**src/rtl/sync_fifo_dpram_if.sv**
```systemverilog
// Handshake/bus bundle for sync_fifo_dpram: push side, pop side, status flags and error clear.
// master = the client driving push/pop requests; slave = the FIFO itself.
interface sync_fifo_dpram_if #(
  parameter int DATA_W = 32,
  parameter int ADDR_W = 3
);
  logic              wr_en;
  logic [DATA_W-1:0] wr_data;
  logic              rd_en;
  logic [DATA_W-1:0] rd_data;
  logic              rd_valid;
  logic              full;
  logic              empty;
  logic              almost_full;
  logic              almost_empty;
  logic [ADDR_W:0]   count;
  logic              overflow;
  logic              underflow;
  logic              clr_err;

  modport master (
    output wr_en, wr_data, rd_en, clr_err,
    input  rd_data, rd_valid, full, empty, almost_full, almost_empty,
           count, overflow, underflow
  );

  modport slave (
    input  wr_en, wr_data, rd_en, clr_err,
    output rd_data, rd_valid, full, empty, almost_full, almost_empty,
           count, overflow, underflow
  );
endinterface

```
**src/rtl/sync_fifo_dpram.sv**
```systemverilog
// Single-clock FIFO over a simple dual-port RAM, with threshold flags, occupancy and sticky errors.
// Define SYNC_FIFO_FWFT_EN for first-word fall-through reads; default is a registered read port.
module sync_fifo_dpram #(
  parameter int DATA_W    = 32,
  parameter int ADDR_W    = 3,
  parameter int AFULL_TH  = 6,
  parameter int AEMPTY_TH = 2
) (
  input  logic                 clk,
  input  logic                 rst_n,
  sync_fifo_dpram_if.slave     bus
);
  localparam int             DEPTH    = 2 ** ADDR_W;
  localparam int             PW       = ADDR_W + 1;
  localparam logic [PW-1:0]  DEPTH_V  = PW'(DEPTH);
  localparam logic [PW-1:0]  AFULL_V  = PW'(AFULL_TH);
  localparam logic [PW-1:0]  AEMPTY_V = PW'(AEMPTY_TH);

  logic [DATA_W-1:0] mem [DEPTH];
  logic [PW-1:0]     wptr, rptr, cnt;
  logic              full_w, empty_w, push_ok, pop_ok;
  logic              ov_q, un_q;

  // Wrap bit makes full and empty distinguishable with a plain subtraction.
  assign cnt     = wptr - rptr;
  assign full_w  = (cnt == DEPTH_V);
  assign empty_w = (cnt == '0);
  assign push_ok = bus.wr_en && !full_w;
  assign pop_ok  = bus.rd_en && !empty_w;

  // NOTE: registers use non-blocking assignment so every flop samples pre-edge values.
  always_ff @(posedge clk or negedge rst_n) begin
    if (!rst_n) begin
      wptr <= '0;
      rptr <= '0;
    end else begin
      if (push_ok) wptr <= wptr + PW'(1);
      if (pop_ok)  rptr <= rptr + PW'(1);
    end
  end

  // NOTE: storage array has no reset; pointers alone define what is valid.
  always_ff @(posedge clk) begin
    if (push_ok) mem[wptr[ADDR_W-1:0]] <= bus.wr_data;
  end

  // Sticky errors: a new error in the same cycle as clr_err keeps the flag set.
  always_ff @(posedge clk or negedge rst_n) begin
    if (!rst_n) begin
      ov_q <= 1'b0;
      un_q <= 1'b0;
    end else begin
      if (bus.wr_en && full_w)      ov_q <= 1'b1;
      else if (bus.clr_err)         ov_q <= 1'b0;
      if (bus.rd_en && empty_w)     un_q <= 1'b1;
      else if (bus.clr_err)         un_q <= 1'b0;
    end
  end

`ifdef SYNC_FIFO_FWFT_EN
  assign bus.rd_data  = mem[rptr[ADDR_W-1:0]];
  assign bus.rd_valid = !empty_w;
`else
  logic [DATA_W-1:0] rd_data_q;
  logic              rd_valid_q;

  always_ff @(posedge clk or negedge rst_n) begin
    if (!rst_n) begin
      rd_data_q  <= '0;
      rd_valid_q <= 1'b0;
    end else begin
      rd_valid_q <= pop_ok;
      if (pop_ok) rd_data_q <= mem[rptr[ADDR_W-1:0]];
    end
  end

  assign bus.rd_data  = rd_data_q;
  assign bus.rd_valid = rd_valid_q;
`endif

  assign bus.count        = cnt;
  assign bus.full         = full_w;
  assign bus.empty        = empty_w;
  assign bus.almost_full  = (cnt >= AFULL_V);
  assign bus.almost_empty = (cnt <= AEMPTY_V);
  assign bus.overflow     = ov_q;
  assign bus.underflow    = un_q;
endmodule

```
**src/flat_wrapper.sv**
```systemverilog
// flat-port wrapper written by rule: the top's interface ports become plain ports
module sync_fifo_dpram_flat 
#(
  parameter int DATA_W    = 32,
  parameter int ADDR_W    = 3,
  parameter int AFULL_TH  = 6,
  parameter int AEMPTY_TH = 2
)
  (clk, rst_n, bus_wr_en, bus_wr_data, bus_rd_en, bus_clr_err, bus_rd_data, bus_rd_valid, bus_full, bus_empty, bus_almost_full, bus_almost_empty, bus_count, bus_overflow, bus_underflow);
  sync_fifo_dpram_if #(.DATA_W(DATA_W), .ADDR_W(ADDR_W)) bus_i ();
  input  logic clk;
  input  logic rst_n;
  input wire logic [$bits(bus_i.wr_en)-1:0] bus_wr_en;
  input wire logic [$bits(bus_i.wr_data)-1:0] bus_wr_data;
  input wire logic [$bits(bus_i.rd_en)-1:0] bus_rd_en;
  input wire logic [$bits(bus_i.clr_err)-1:0] bus_clr_err;
  output wire logic [$bits(bus_i.rd_data)-1:0] bus_rd_data;
  output wire logic [$bits(bus_i.rd_valid)-1:0] bus_rd_valid;
  output wire logic [$bits(bus_i.full)-1:0] bus_full;
  output wire logic [$bits(bus_i.empty)-1:0] bus_empty;
  output wire logic [$bits(bus_i.almost_full)-1:0] bus_almost_full;
  output wire logic [$bits(bus_i.almost_empty)-1:0] bus_almost_empty;
  output wire logic [$bits(bus_i.count)-1:0] bus_count;
  output wire logic [$bits(bus_i.overflow)-1:0] bus_overflow;
  output wire logic [$bits(bus_i.underflow)-1:0] bus_underflow;
  assign bus_i.wr_en = bus_wr_en;
  assign bus_i.wr_data = bus_wr_data;
  assign bus_i.rd_en = bus_rd_en;
  assign bus_i.clr_err = bus_clr_err;
  assign bus_rd_data = bus_i.rd_data;
  assign bus_rd_valid = bus_i.rd_valid;
  assign bus_full = bus_i.full;
  assign bus_empty = bus_i.empty;
  assign bus_almost_full = bus_i.almost_full;
  assign bus_almost_empty = bus_i.almost_empty;
  assign bus_count = bus_i.count;
  assign bus_overflow = bus_i.overflow;
  assign bus_underflow = bus_i.underflow;
  sync_fifo_dpram #(.DATA_W(DATA_W), .ADDR_W(ADDR_W), .AFULL_TH(AFULL_TH), .AEMPTY_TH(AEMPTY_TH)) u_core (.clk(clk), .rst_n(rst_n), .bus(bus_i));
endmodule
```
**config.mk**
```make
export PLATFORM = sky130hd
export DESIGN_NAME = sync_fifo_dpram_flat
export DESIGN_NICKNAME = d
export VERILOG_FILES = /design/src/rtl/sync_fifo_dpram_if.sv /design/src/rtl/sync_fifo_dpram.sv /design/src/flat_wrapper.sv
export SDC_FILE = /design/constraint.sdc
export NUM_CORES = 1
export LEC_CHECK = 0
export ABC_AREA = 0
export CAP_MARGIN = 20
export CORE_MARGIN = 2
export CORE_UTILIZATION = 53
export CTS_CLUSTER_SIZE = 16
export DETAILED_ROUTE_END_ITERATION = 10
export GPL_ROUTABILITY_DRIVEN = 0
export PLACE_DENSITY_LB_ADDON = 0.25
export SYNTH_ARGS = -nofsm -noshare
export SYNTH_HDL_FRONTEND = slang
export SYNTH_SLANG_ARGS = --single-unit
```
**constraint.sdc**
```tcl
create_clock -name clk -period 5.7 [get_ports clk]
set_input_delay 0.57 -clock clk [delete_from_list [all_inputs] [get_ports clk]]
set_output_delay 0.57 -clock clk [all_outputs]
set_load 0.1 [all_outputs]
```
==> qor.txt <==
CP peak stage delay = 1.16 ns
Post-synthesis instance total = 544
Layout cells sized above 1 = 21.8%
Initial antenna violation count = 1
Final nets = 690
Tot GR Track Use = 19.9%
Area delta synth->final = 19.2%
Syn_nets = 587
RSZ-0062 raised after global routing = false
# IOs = 80
Chip Width = 151 um
Top cells by area, synth = edfxtp_1 (68%), mux4_2 (13%), dfrtp_1 (9.5%)
CTS root buf = clkbuf_16
Pin count of the biggest net entering global routing = 66
Share of the synthesized area in the top cell type = 67.5%
Detailed-route DRC error count = 0
Fin crit share = 78.1%
Via count = 5369
Main synth FF type = edfxtp_1
Worst r2r src = u_core.wptr[0]$_DFFE_PN0P_
Die height = 151 um
CP most frequent cell = inv_1
Row Count = 53
First-pass GRT wire length = 33200 um
Area after DPL = 12600 um2
Port Buffers = 79
Final setup margin = 1.25 ns
CTS tree = built
Distinct cells, synth = 37
Critical path launch point type = flop
Post-DRT Antenna Nets = 0
CTS Hold Bufs = 0
CP Class = reg -> out
Vias in the first global route = 5676
Final wirelength = 21600 um
Worst path cell trace = inv_1, ha_1, inv_1, fa_1, or3_4, a21oi_4, clkdlybuf4s50_1
Final worst path period need = 4.45 ns
Post-route design area = 13600 um2
CP arrival = 3.88 ns
Total gr overflow = 0
Yosys top cell by area = edfxtp_1
Leading cell type in the layout, fill and taps excluded = edfxtp_1
Filler cells = 1391
Least-Margin Pin Slew = 1.03 ns
Cts bufs inserted = 29
Clock transition at the registers of the reported paths = 0.06 ns
1st-iter DRT viols = 405
Clk_skew = 0.00904 ns
Number of flops mapped to enable cells by yosys = 256
Final Max Tran Viols = 0
Inst Count DP = 891
RR Endpoint = u_core.mem[0][5]$_DFFE_PP_
Status = completed
Drt via density = 5.68
Post-synth ARST share = 14.4%
Clk_lat worst skew = 0.53 ns
Synth Register Bits = 299
Layout Cells excl Fill = 945
Synth Area per Inst = 20.9 um2
H-tree depth = 1
Hold Path Class = in -> async
Max Cap Violations = 0
Commonest cells after routing, fill and taps aside = edfxtp_1 (256), clkdlybuf4s50_1 (78), mux4_2 (64)
Full die area = 22700 um2
Yosys warning count = 0
Post-cts resize count = 0
Reg2reg setup slack = 1.88 ns
WP data required = 5.13 ns
DR WL/cell = 22.9 um
Clock Path Buffers = 3
Reg2Reg Depth = 10
Hold violation count in the final report = 0
DP HPWL = 11800 um
Starting density of the core = 54.1%
TritonRoute pass-1 iters = 4
Mapped Area = 11400 um2
Max FO, Critical Path = 6
Slew HR = 31.2%
TritonCTS Sinks = 299
Core area = 21000 um2
Crit-path slowest cell = clkdlybuf4s50_1
Pre-CTS WS = 1.82 ns
Sequential share of the synthesized area = 77.0%
Max frequency = 225 MHz
Worst setup EP type = primary output
# setup viols final = 0
Setup Buffers After CTS = 0
-- synth_stat cells, types with 2 or more instances --
master,instances
edfxtp_1,256
nand2_1,38
o21ai_1,3
mux2i_1,32
clkbuf_2,2
mux2_2,2
o21ai_0,29
xnor2_1,5
buf_4,2
nor4_1,4
inv_1,8
clkbuf_1,7
a21o_1,2
ha_1,5
buf_2,9
xor2_1,3
mux4_2,64
buf_1,2
a21oi_1,3
dfrtp_1,43
nor2_1,3
nor3_1,4
a22o_1,2
buf_6,3
-- worst max-delay path, delay by kind of cell (launching register included) --
kind	cells	cell delay (ns)
AO/OA/AOI/OAI	1	0.20
adder cells (fa/ha/maj)	2	0.71
buffers and inverters	3	1.45
flip-flops	1	0.54
AND/OR/NAND/NOR	1	0.45
-- final cells by class --
| cell class | instances | area (um2) | share of cell area, % |
|---|---|---|---|
| Antenna cell | 1 | 2.50 | 0.0184 |
| Clock buffer | 35 | 778 | 5.74 |
| Clock inverter | 18 | 179 | 1.32 |
| Inverter | 9 | 33.8 | 0.249 |
| Multi-Input combinational cell | 211 | 2530 | 18.6 |
| Sequential cell | 299 | 8770 | 64.6 |
| Tap cell | 275 | 344 | 2.54 |
| Timing Repair Buffer | 97 | 933 | 6.88 |
-- cell families after synthesis --
logic type	count (synthesis)	synth area share, %
DFF	299	77.0
muxes	98	15.7
and+or+nand+nor	56	2.19
AOI/OAI and AO/OA	43	2.29
buffers and inverters	34	1.51
xor gates and xnor gates	8	0.616
adders and majority gates	6	0.726
-- worst max-delay path by stage --
stage | from | end
after floorplan | u_core.rptr[2]$_DFFE_PN0P_ | u_core.mem[2][0]$_DFFE_PP_
after global placement | u_core.wptr[0]$_DFFE_PN0P_ | bus_full
after detailed placement | u_core.wptr[0]$_DFFE_PN0P_ | bus_full
after CTS | u_core.wptr[0]$_DFFE_PN0P_ | bus_full
after global routing | u_core.wptr[0]$_DFFE_PN0P_ | bus_full
final | u_core.wptr[0]$_DFFE_PN0P_ | bus_full
-- per-stage QoR --
step	hold WS, ns	setup TNS (ns)	util, %
2_1_floorplan	0.274	-135.28	-
3_3_place_gp	0.464	0	60.0
3_5_place_dp	0.469	0	60.0
4_1_cts	0.187	0	64.5
5_1_grt	0.226	0	64.5
6_report	0.165	0	64.5
-- flip-flops by register name, summed over array words and instances (netlist names) --
register	count
u_core.wptr	4
u_core.bus.rd_valid	1
u_core.rptr	4
u_core.bus.rd_data	32
u_core.mem	256
u_core.bus.underflow	1
u_core.bus.overflow	1
-- routing by layer --
metal	GRT usage (%)	vias up	part of all wire, %
met5	0	-	0
met4	3.87	0	1.2
met3	3.12	24	4.8
met2	33.7	138	50
met1	27.9	2808	44
li1	-	2399	-
Power is not shown: default switching activity piles up to over one toggle a cycle in this logic, so the estimate is an artifact.
